===== src/rtl/vga_capture.sv =====
// VGA sink: recovers sync timing, locks onto the frame
// and emits one framebuffer write per visible pixel.
module vga_capture #(
  parameter int HAddrSize     = 11,
  parameter int HVisibleArea  = 640,
  parameter int HFrontPorch   = 16,
  parameter int HSyncPulse    = 96,
  parameter int HBackPorch    = 48,
  parameter int VAddrSize     = 11,
  parameter int VVisibleArea  = 480,
  parameter int VFrontPorch   = 10,
  parameter int VSyncPulse    = 2,
  parameter int VBackPorch    = 33,
  parameter int SyncActiveLow = 1
) (
  input  logic                 clock,
  input  logic                 reset,
  input  logic                 vga_hsync,
  input  logic                 vga_vsync,
  input  logic                 vga_r,
  input  logic                 vga_g,
  input  logic                 vga_b,
  output logic                 fb_write,
  output logic [HAddrSize-1:0] fb_addr_h,
  output logic [VAddrSize-1:0] fb_addr_v,
  output logic                 fb_data_r,
  output logic                 fb_data_g,
  output logic                 fb_data_b,
  output logic                 locked,
  output logic                 frame_done,
  output logic                 sync_error
);

  localparam int HTotal = HVisibleArea + HFrontPorch
                        + HSyncPulse + HBackPorch;
  localparam int VTotal = VVisibleArea + VFrontPorch
                        + VSyncPulse + VBackPorch;
  localparam int HStart = HSyncPulse + HBackPorch;
  localparam int VStart = VSyncPulse + VBackPorch;

  localparam logic [HAddrSize-1:0] HTotM1 =
    HAddrSize'(HTotal - 1);
  localparam logic [HAddrSize-1:0] HTot =
    HAddrSize'(HTotal);
  localparam logic [HAddrSize-1:0] HSat =
    HAddrSize'(HTotal + 1);
  localparam logic [HAddrSize-1:0] HSyn =
    HAddrSize'(HSyncPulse);
  localparam logic [HAddrSize-1:0] HBeg =
    HAddrSize'(HStart);
  localparam logic [HAddrSize-1:0] HEnd =
    HAddrSize'(HStart + HVisibleArea);
  localparam logic [VAddrSize-1:0] VTotM1 =
    VAddrSize'(VTotal - 1);
  localparam logic [VAddrSize-1:0] VTot =
    VAddrSize'(VTotal);
  localparam logic [VAddrSize-1:0] VBeg =
    VAddrSize'(VStart);
  localparam logic [VAddrSize-1:0] VEnd =
    VAddrSize'(VStart + VVisibleArea);

  // Idle (deasserted) level of both sync lines
  localparam logic SyncOff = (SyncActiveLow != 0);

  typedef enum logic [1:0] {
    SEARCH,
    VERIFY,
    LOCKED
  } state_t;

  state_t state;

  logic                 hs_q, hs_d;
  logic                 vs_q, vs_d;
  logic [2:0]           rgb_q;
  logic [HAddrSize-1:0] hcount, hc_nxt;
  logic [VAddrSize-1:0] vcount, vc_nxt;
  logic                 hs_rise, hs_fall, vs_rise;
  logic                 viol, vis;

  assign hs_rise = (hs_q != SyncOff) && (hs_d == SyncOff);
  assign hs_fall = (hs_q == SyncOff) && (hs_d != SyncOff);
  assign vs_rise = (vs_q != SyncOff) && (vs_d == SyncOff);

  always_comb begin
    hc_nxt = hcount;
    if (hs_rise)
      hc_nxt = '0;
    else if (hcount != HSat)
      hc_nxt = hcount + HAddrSize'(1);
    vc_nxt = vcount;
    if (vs_rise)
      vc_nxt = '0;
    else if (hs_rise && vcount != VTot)
      vc_nxt = vcount + VAddrSize'(1);
  end

  always_comb begin
    viol = 1'b0;
    if (state != SEARCH)
      viol = (hs_rise && hcount != HTotM1)
          || (hs_fall && hc_nxt != HSyn)
          || (!hs_rise && hcount == HTot)
          || (vs_rise && vcount != VTotM1)
          || (hs_rise && !vs_rise
              && vcount == VTotM1);
  end

  assign vis = (hc_nxt >= HBeg) && (hc_nxt < HEnd)
            && (vc_nxt >= VBeg) && (vc_nxt < VEnd);

  always_ff @(posedge clock or negedge reset) begin
    if (!reset) begin
      hs_q       <= SyncOff;
      hs_d       <= SyncOff;
      vs_q       <= SyncOff;
      vs_d       <= SyncOff;
      rgb_q      <= '0;
      hcount     <= '0;
      vcount     <= '0;
      state      <= SEARCH;
      fb_write   <= 1'b0;
      fb_addr_h  <= '0;
      fb_addr_v  <= '0;
      fb_data_r  <= 1'b0;
      fb_data_g  <= 1'b0;
      fb_data_b  <= 1'b0;
      locked     <= 1'b0;
      frame_done <= 1'b0;
      sync_error <= 1'b0;
    end else begin
      hs_q       <= vga_hsync;
      hs_d       <= hs_q;
      vs_q       <= vga_vsync;
      vs_d       <= vs_q;
      rgb_q      <= {vga_r, vga_g, vga_b};
      hcount     <= hc_nxt;
      vcount     <= vc_nxt;
      sync_error <= viol;
      frame_done <= 1'b0;
      fb_write   <= 1'b0;
      unique case (state)
        SEARCH: begin
          if (vs_rise)
            state <= VERIFY;
        end
        VERIFY: begin
          if (viol) begin
            state <= SEARCH;
          end else if (vs_rise) begin
            state  <= LOCKED;
            locked <= 1'b1;
          end
        end
        LOCKED: begin
          if (viol) begin
            state  <= SEARCH;
            locked <= 1'b0;
          end else begin
            frame_done <= vs_rise;
            if (vis) begin
              fb_write  <= 1'b1;
              fb_addr_h <= hc_nxt - HBeg;
              fb_addr_v <= vc_nxt - VBeg;
              fb_data_r <= rgb_q[2];
              fb_data_g <= rgb_q[1];
              fb_data_b <= rgb_q[0];
            end
          end
        end
        default: begin
          state  <= SEARCH;
          locked <= 1'b0;
        end
      endcase
    end
  end

endmodule

===== config.mk =====
export PLATFORM = sky130hd
export DESIGN_NAME = vga_capture
export DESIGN_NICKNAME = d
export VERILOG_FILES = /design/src/rtl/vga_capture.sv
export SDC_FILE = /design/constraint.sdc
export NUM_CORES = 1
export LEC_CHECK = 0
export CORE_MARGIN = 5
export CORE_UTILIZATION = 60
export DETAILED_ROUTE_END_ITERATION = 8
export HOLD_SLACK_MARGIN = 0.12
export PLACE_DENSITY_LB_ADDON = 0.15
export RECOVER_POWER = 100
export SLEW_MARGIN = 10
export SYNTH_ARGS = -nofsm -noshare
export SYNTH_HDL_FRONTEND = slang
export SYNTH_SLANG_ARGS = --single-unit

===== constraint.sdc =====
create_clock -name clock -period 10.3 [get_ports clock]
set_input_delay 2.06 -clock clock [delete_from_list [all_inputs] [get_ports clock]]
set_output_delay 2.06 -clock clock [all_outputs]
set_load 0.02 [all_outputs]

==> results of run 1 <==
## path summary, 6_finish.rpt
kind                       start           end  slack, ns  cells after the start
max                        reset     hcount[9]       5.68                      2
min                         vs_q          vs_d       0.38                      0
max reg2reg                 hs_d  fb_addr_h[3]       5.70                     10
min reg2reg                 vs_q          vs_d       0.38                      0
max in group clock          hs_d  fb_addr_h[3]       5.70                     10
min in group asynchronous  reset     hcount[1]       2.86                      2
## placed cells by master (no fill, tap or decap), types with 11 or more instances in the layout
cell type / netlist / layout
dlygate4sd3_1: 0 / 34
nor2_1: 32 / 32
clkbuf_8: 0 / 11
mux2_1: 0 / 17
dfrtp_1: 56 / 56
inv_1: 12 / 12
nand3_1: 13 / 13
nand2_1: 13 / 13
xor2_1: 14 / 14
xnor2_1: 15 / 15
## cell families after synthesis
| kind of cell | share of synthesized area (%) |
|---|---|
| simple gates | 19.1 |
| flops | 44.1 |
| compound gates | 10.8 |
| xor+xnor | 7.44 |
| mux | 10.9 |
| buf+inv | 3.92 |
| fa+ha+maj | 3.67 |
## state kept, by name, indices dropped and copies added, names as in the netlist
| signal | cells |
|---|---|
| hs_d | 1 |
| fb_addr_v | 11 |
| rgb_q | 3 |
| hs_q | 1 |
| fb_write | 1 |
| fb_data_r | 1 |
| state | 2 |
| vs_d | 1 |
| vs_q | 1 |
| hcount | 11 |
| fb_data_g | 1 |
| sync_error | 1 |
| locked | 1 |
| fb_data_b | 1 |
| fb_addr_h | 11 |
| frame_done | 1 |
| vcount | 11 |
## area by class of cell
type                       count  area (µm²)  share of cell area (%)
inverter                      12        45.0                    1.15
sequential                    60        1510                    38.6
timing repair buffer          38         360                    9.24
tap                           72        90.1                    2.31
multi-input combinational    233        1700                    43.5
clock buffer                  12         155                    3.98
clock inverter                 4        47.5                    1.22
## power groups by stage
stage,logic (mW),clock network [mW],registers [mW]
final,0.0721,0.215,0.265
after global routing,0.0813,0.231,0.267
after CTS,0.0737,0.218,0.265
after detailed placement,0.0727,0,0.269
after global placement,0.0714,0,0.268
after floorplan,0.0555,0,0.262
## Yosys cell counts, types with 5 or more instances
| master | n | area share, % |
|---|---|---|
| dfrtp_1 | 56 | 41 |
| nor2_1 | 32 | 3.5 |
| mux2_4 | 17 | 7.5 |
| xnor2_1 | 15 | 3.8 |
| xor2_1 | 14 | 3.6 |
| nand2_1 | 13 | 1.4 |
| nand3_1 | 13 | 1.9 |
| inv_1 | 12 | 1.3 |
| a21oi_1 | 10 | 1.5 |
| ha_1 | 10 | 3.7 |
| and3_1 | 8 | 1.5 |
| clkbuf_1 | 8 | 0.88 |
| nand4_1 | 8 | 1.5 |
| o21ai_0 | 7 | 1.0 |
| a31oi_1 | 6 | 1.1 |
| mux2_2 | 6 | 2.0 |
| nor2b_1 | 6 | 1.1 |
| mux2i_1 | 5 | 1.5 |
## per-stage QoR
| stage | worst slack (ns) | util, % | cell area [µm²] | cells |
|---|---|---|---|---|
| 2_1_floorplan | 6.72 | - | 3410 | 319 |
| 3_3_place_gp | 5.95 | 68.7 | 3780 | 415 |
| 3_5_place_dp | 5.93 | 68.7 | 3780 | 415 |
| 4_1_cts | 5.90 | 72.4 | 3990 | 431 |
| 5_1_grt | 4.93 | 70.8 | 3900 | 431 |
| 6_report | 5.68 | 70.8 | 3900 | 431 |
## per-layer routing
metal	global-route usage [%]	vias up	part of all wire, %
li1	-	1226	-
met5	0	-	0
met1	31.2	1203	49
met4	9.21	0	1.5
met3	3.50	11	4.9
met2	30.7	67	44
==> impl_metrics.csv, run 1 <==
group,metric,value,unit
cells_and_area,nNetsFinal,371,
synth,yosysSeqAreaShare,44.1,%
clocking,cts_resized,0,
place,portBuffers,35,
critical_path,start_kind,"input pin",
synth,synthCells,319,
run_status,status,"finished, violations left",
floorplanning,ios,36,
sta,post-route-period-util,44.9,%
clocking,clockBufferDepth,2,
power,vdd.ir_drop.worst,119,µV
grt,grt_pass1_wl,12.2,mm
clocking,cts_buffers,9,
clocking,cts-htree-levels,3,
floorplanning,die_x,85.4,µm
worst_hold_path,hp-class,"flop to flop",
clocking,cts_num_sinks,60,
flow_run,maxCapViolCount,1,
cells_and_area,num_antenna_cells,0,
detailed_routing,drtIter0Drc,253,
clocking,cts_tree,"yes",
critical_path,required,10.05,ns
synth,synth_edf_count,0,
clocking,postCtsHoldBufs,0,
critical_path,crit_fanout,60,
sta,holdWs,0.380,ns
place,gp_congestion,0.899,
synth,synth_seq_cells,60,
sta,setup_tns,0,ns
detailed_routing,viasPerCell,5.82,
cells_and_area,fillers,433,
detailed_routing,wl_per_cell,16.7,µm
power,seqPwrFrac,48.0,%
cells_and_area,drive_gt1_share,9.75,%
floorplanning,rows,27,
power,p_leak,1.87,nW
sta,slew_headroom,-109,%
power,clkPwrFrac,39.0,%
detailed_routing,wirelength,7.19,mm
grt,grt_max_degree,61,
detailed_routing,first_pass_iters,4,
grt,grt_overflow_total,0,
grt,antenna_found_initial,0,
power,netSwitchingFraction,27.9,%
critical_path,path_buf_inv,2,
clocking,ctsRootBufferMaster,"clkbuf_8",
cells_and_area,area_growth,14.3,%
synth,ys.flop_type,"dfrtp_1",
detailed_routing,ant_nets,0,
detailed_routing,drc,0,
sta,timing.fmax,216,MHz
detailed_routing,vias,2507,
critical_path,crit_arrival,4.38,ns
sta,tightestPinTransition,3.14,ns
floorplanning,die_area,7300,µm²
sta,report.final.slew_viol_count,61,
power,power,552,µW
power,p_int,399,µW
critical_path,endpoint_kind,"asynchronous set/reset pin",
clocking,post_cts_buffers,0,
sta,fin_crit,4.62,ns
floorplanning,start_util,62.0,%
floorplanning,core_area,5510,µm²
grt,grt.total_usage,21.2,%
critical_path,cpPeakStageDelay,2.21,ns
critical_path,crit_type,"input pin to asynchronous set/reset pin",
synth,async_flop_share,100,%
power,power_density,142,nW/µm²
critical_path,path_cells,"buf_2 -> clkbuf_1",
synth,synth_area,3410,µm²
sta,setup_viol,0,
critical_path,slowest_stage,"clkbuf_1",
clocking,path_clk_slew,0.06,ns
critical_path,crit_family,"buffers and inverters",
synth,avgSynthCellArea,10.7,µm²
clocking,clock_latency,0.34,ns
synth,synth_fp_nets,336,
grt,grt_pass1_vias,2475,
sta,rsz0062_at_grt,"false",
run_status,violations,"max-capacitance violations, max-slew violations",
power,comb_power_share,13.0,%
power,p_switching,154,µW
sta,fin_worst_skew,0.00475,ns
floorplanning,die_h,85.4,µm
place,hpwl,5.00,mm
sta,hold_violations,0,
synth,yosysUniqueCellTypes,63,
synth,ys_warn_count,0,
(Power assumes the default switching activity.)
==> inputs of run 2 (changes only) <==
--- a/config.mk
+++ b/config.mk
@@ -6,7 +6,7 @@
 export NUM_CORES = 1
 export LEC_CHECK = 0
 export CORE_MARGIN = 5
-export CORE_UTILIZATION = 60
+export CORE_UTILIZATION = 57
 export DETAILED_ROUTE_END_ITERATION = 8
 export HOLD_SLACK_MARGIN = 0.12
 export PLACE_DENSITY_LB_ADDON = 0.15
==> constraint.sdc (replaced) <==
create_clock -name clock -period 4.5 [get_ports clock]
set_input_delay 0.9 -clock clock [delete_from_list [all_inputs] [get_ports clock]]
set_output_delay 0.9 -clock clock [all_outputs]
set_load 0.02 [all_outputs]
==> impl_metrics.csv, run 2 (synthesis results as in run 1) <==
group,metric,value,unit
cells_and_area,area_growth,14.4,%
cells_and_area,final_common_cell,"dfrtp_1",
grt,grt_overflow_total,0,
clocking,cts_tree,"yes",
sta,report.final.slew_viol_count,38,
sta,setup_tns,0,ns
clocking,path_clk_slew,0.07,ns
place,dpl-instance-area,3800,µm²
detailed_routing,drc,0,
clocking,ctsRootBufferMaster,"clkbuf_8",
sta,hold_violations,0,
critical_path,slowest_stage,"dfrtp_1",
grt,busiest_layer,"met1",
clocking,cts_num_sinks,60,
place,place_ws,0.424,ns
flow_run,maxCapViolCount,1,
sta,tightestPinTransition,1.91,ns
grt,grt_pass1_vias,2588,
detailed_routing,wirelength,7.27,mm
sta,fin_worst_skew,0.00953,ns
power,p_switching,359,µW
place,portBuffers,35,
cells_and_area,final_cell_mix,"dfrtp_1, dlygate4sd3_1, nor2_1, mux2_1, xnor2_1",
power,vdd.ir_drop.worst,261,µV
floorplanning,ios,36,
power,clkPwrFrac,36.7,%
cells_and_area,postLayoutCellArea,3910,µm²
floorplanning,die_area,7640,µm²
worst_hold_path,min_path_cells,0,
power,seqPwrFrac,49.7,%
critical_path,required,4.71,ns
grt,grt_pass1_wl,13.0,mm
run_status,status,"finished, violations left",
power,comb_power_share,13.7,%
power,p_int,857,µW
critical_path,crit_cells,12,
grt,grt_use_met3,6.24,%
sta,finalWorstSetupSlack,0.433,ns
clocking,cts_buffers,9,
critical_path,crit_family,"compound AO/OA/AOI/OAI gates",
power,power_density,311,nW/µm²
detailed_routing,viasPerCell,5.77,
grt,antenna_found_initial,0,
grt,grt_max_degree,38,
critical_path,rr_startpoint,"hcount[0]",
critical_path,cpPeakStageDelay,0.55,ns
sta,setup_viol,0,
critical_path,reg2reg_depth,12,
detailed_routing,ant_nets,0,
cells_and_area,drive_gt1_share,10.5,%
critical_path,crit_type,"flop to flop",
clocking,clockBufferDepth,2,
critical_path,path_buf_inv,1,
critical_path,path_cells,"ha_1 -> nand3_1 -> xor2_1 -> nor2_1 -> ha_1 -> or3b_2 -> a2111oi_0 -> o2111ai_1 -> nor4_2 -> a21boi_4 -> buf_4 -> mux2_1",
floorplanning,core_area,5890,µm²
worst_hold_path,hp-class,"flop to flop",
critical_path,crit_arrival,4.28,ns
worst_hold_path,worstHoldStart,"vs_q",
power,p_leak,1.87,nW
run_status,violations,"max-capacitance violations, max-slew violations",
power,netSwitchingFraction,29.5,%
clocking,post_cts_buffers,0,
floorplanning,start_util,58.0,%
floorplanning,die_h,87.4,µm
critical_path,crit_fanout,13,
sta,slew_headroom,-27.3,%
cells_and_area,nNetsFinal,373,
sta,post-route-period-util,90.4,%
detailed_routing,wl_per_cell,16.7,µm
detailed_routing,first_pass_iters,4,
power,power,1.22,mW
critical_path,cp_common_cell,"ha_1",
grt,gr-usage-met2,30.8,%
sta,fin_crit,4.07,ns
detailed_routing,drtIter0Drc,226,
critical_path,endpoint_kind,"flop",
floorplanning,die_x,87.4,µm
clocking,postCtsHoldBufs,0,
sta,timing.fmax,246,MHz
critical_path,ff2ff_setup_slack,0.43,ns
grt,grt.total_usage,21.7,%
place,gp_congestion,0.882,
floorplanning,rows,28,
place,hpwl,5.25,mm
detailed_routing,vias,2517,
clocking,cts_resized,0,
cells_and_area,num_antenna_cells,0,
clocking,cts-htree-levels,3,
clocking,clock_latency,0.33,ns
grt,gr-usage-met1,32.5,%
critical_path,start_kind,"flop",
sta,rsz0062_at_grt,"false",
critical_path,crit_path_start,"hcount[0]",
[run 2: layout make-up]
cell class / count / area, µm²
Clock inverter: 4 / 25.0
Timing Repair Buffer: 40 / 374
Clock buffer: 12 / 155
Fill cell: 491 / 1980
Multi-Input combinational cell: 233 / 1710
Inverter: 12 / 45.0
Sequential cell: 60 / 1510
Tap cell: 75 / 93.8
[run 2: power by group through the flow]
stage / clock network, mW / logic (mW) / registers [mW]
4_1_cts: 0.457 / 0.172 / 0.605
5_1_grt: 0.485 / 0.191 / 0.609
3_3_place_gp: 0 / 0.167 / 0.613
3_5_place_dp: 0 / 0.170 / 0.614
2_1_floorplan: 0 / 0.127 / 0.600
6_report: 0.446 / 0.166 / 0.604
[run 2: final timing paths]
check                               endpoint
worst max-delay path            fb_addr_h[6]
worst min-delay path                    vs_d
worst max register to register  fb_addr_h[6]
worst min register to register          vs_d
max in group asynchronous          vcount[8]
min in group asynchronous          vcount[0]
[run 2: metrics by stage]
| step | instances | hold slack [ns] | utilization (%) |
|---|---|---|---|
| finish | 436 | 0.384 | 66.4 |
| detailed placement | 420 | 0.367 | 64.6 |
| global route | 436 | 0.399 | 66.4 |
| CTS | 436 | 0.377 | 67.6 |
| global placement | 420 | 0.363 | 64.6 |
| floorplan | 319 | 0.358 | - |
[run 2: layer usage]
metal	routed length (µm)	share of wire, %
met5	0	0
met4	21	0.29
met3	425	5.8
met2	3230	44
met1	3590	49
==> inputs of run 3 (changes only) <==
==> constraint.sdc (replaced) <==
create_clock -name clock -period 4.5 [get_ports clock]
set_input_delay 0.9 -clock clock [delete_from_list [all_inputs] [get_ports clock]]
set_output_delay 0.9 -clock clock [all_outputs]
set_load 0.005 [all_outputs]
==> results of run 3 <==
Same layout as run 2 (identical final DEF). Status: finished, violations left: max-capacitance violations, max-slew violations.
Main changes from that run: total power 1.22 mW -> 1.21 mW
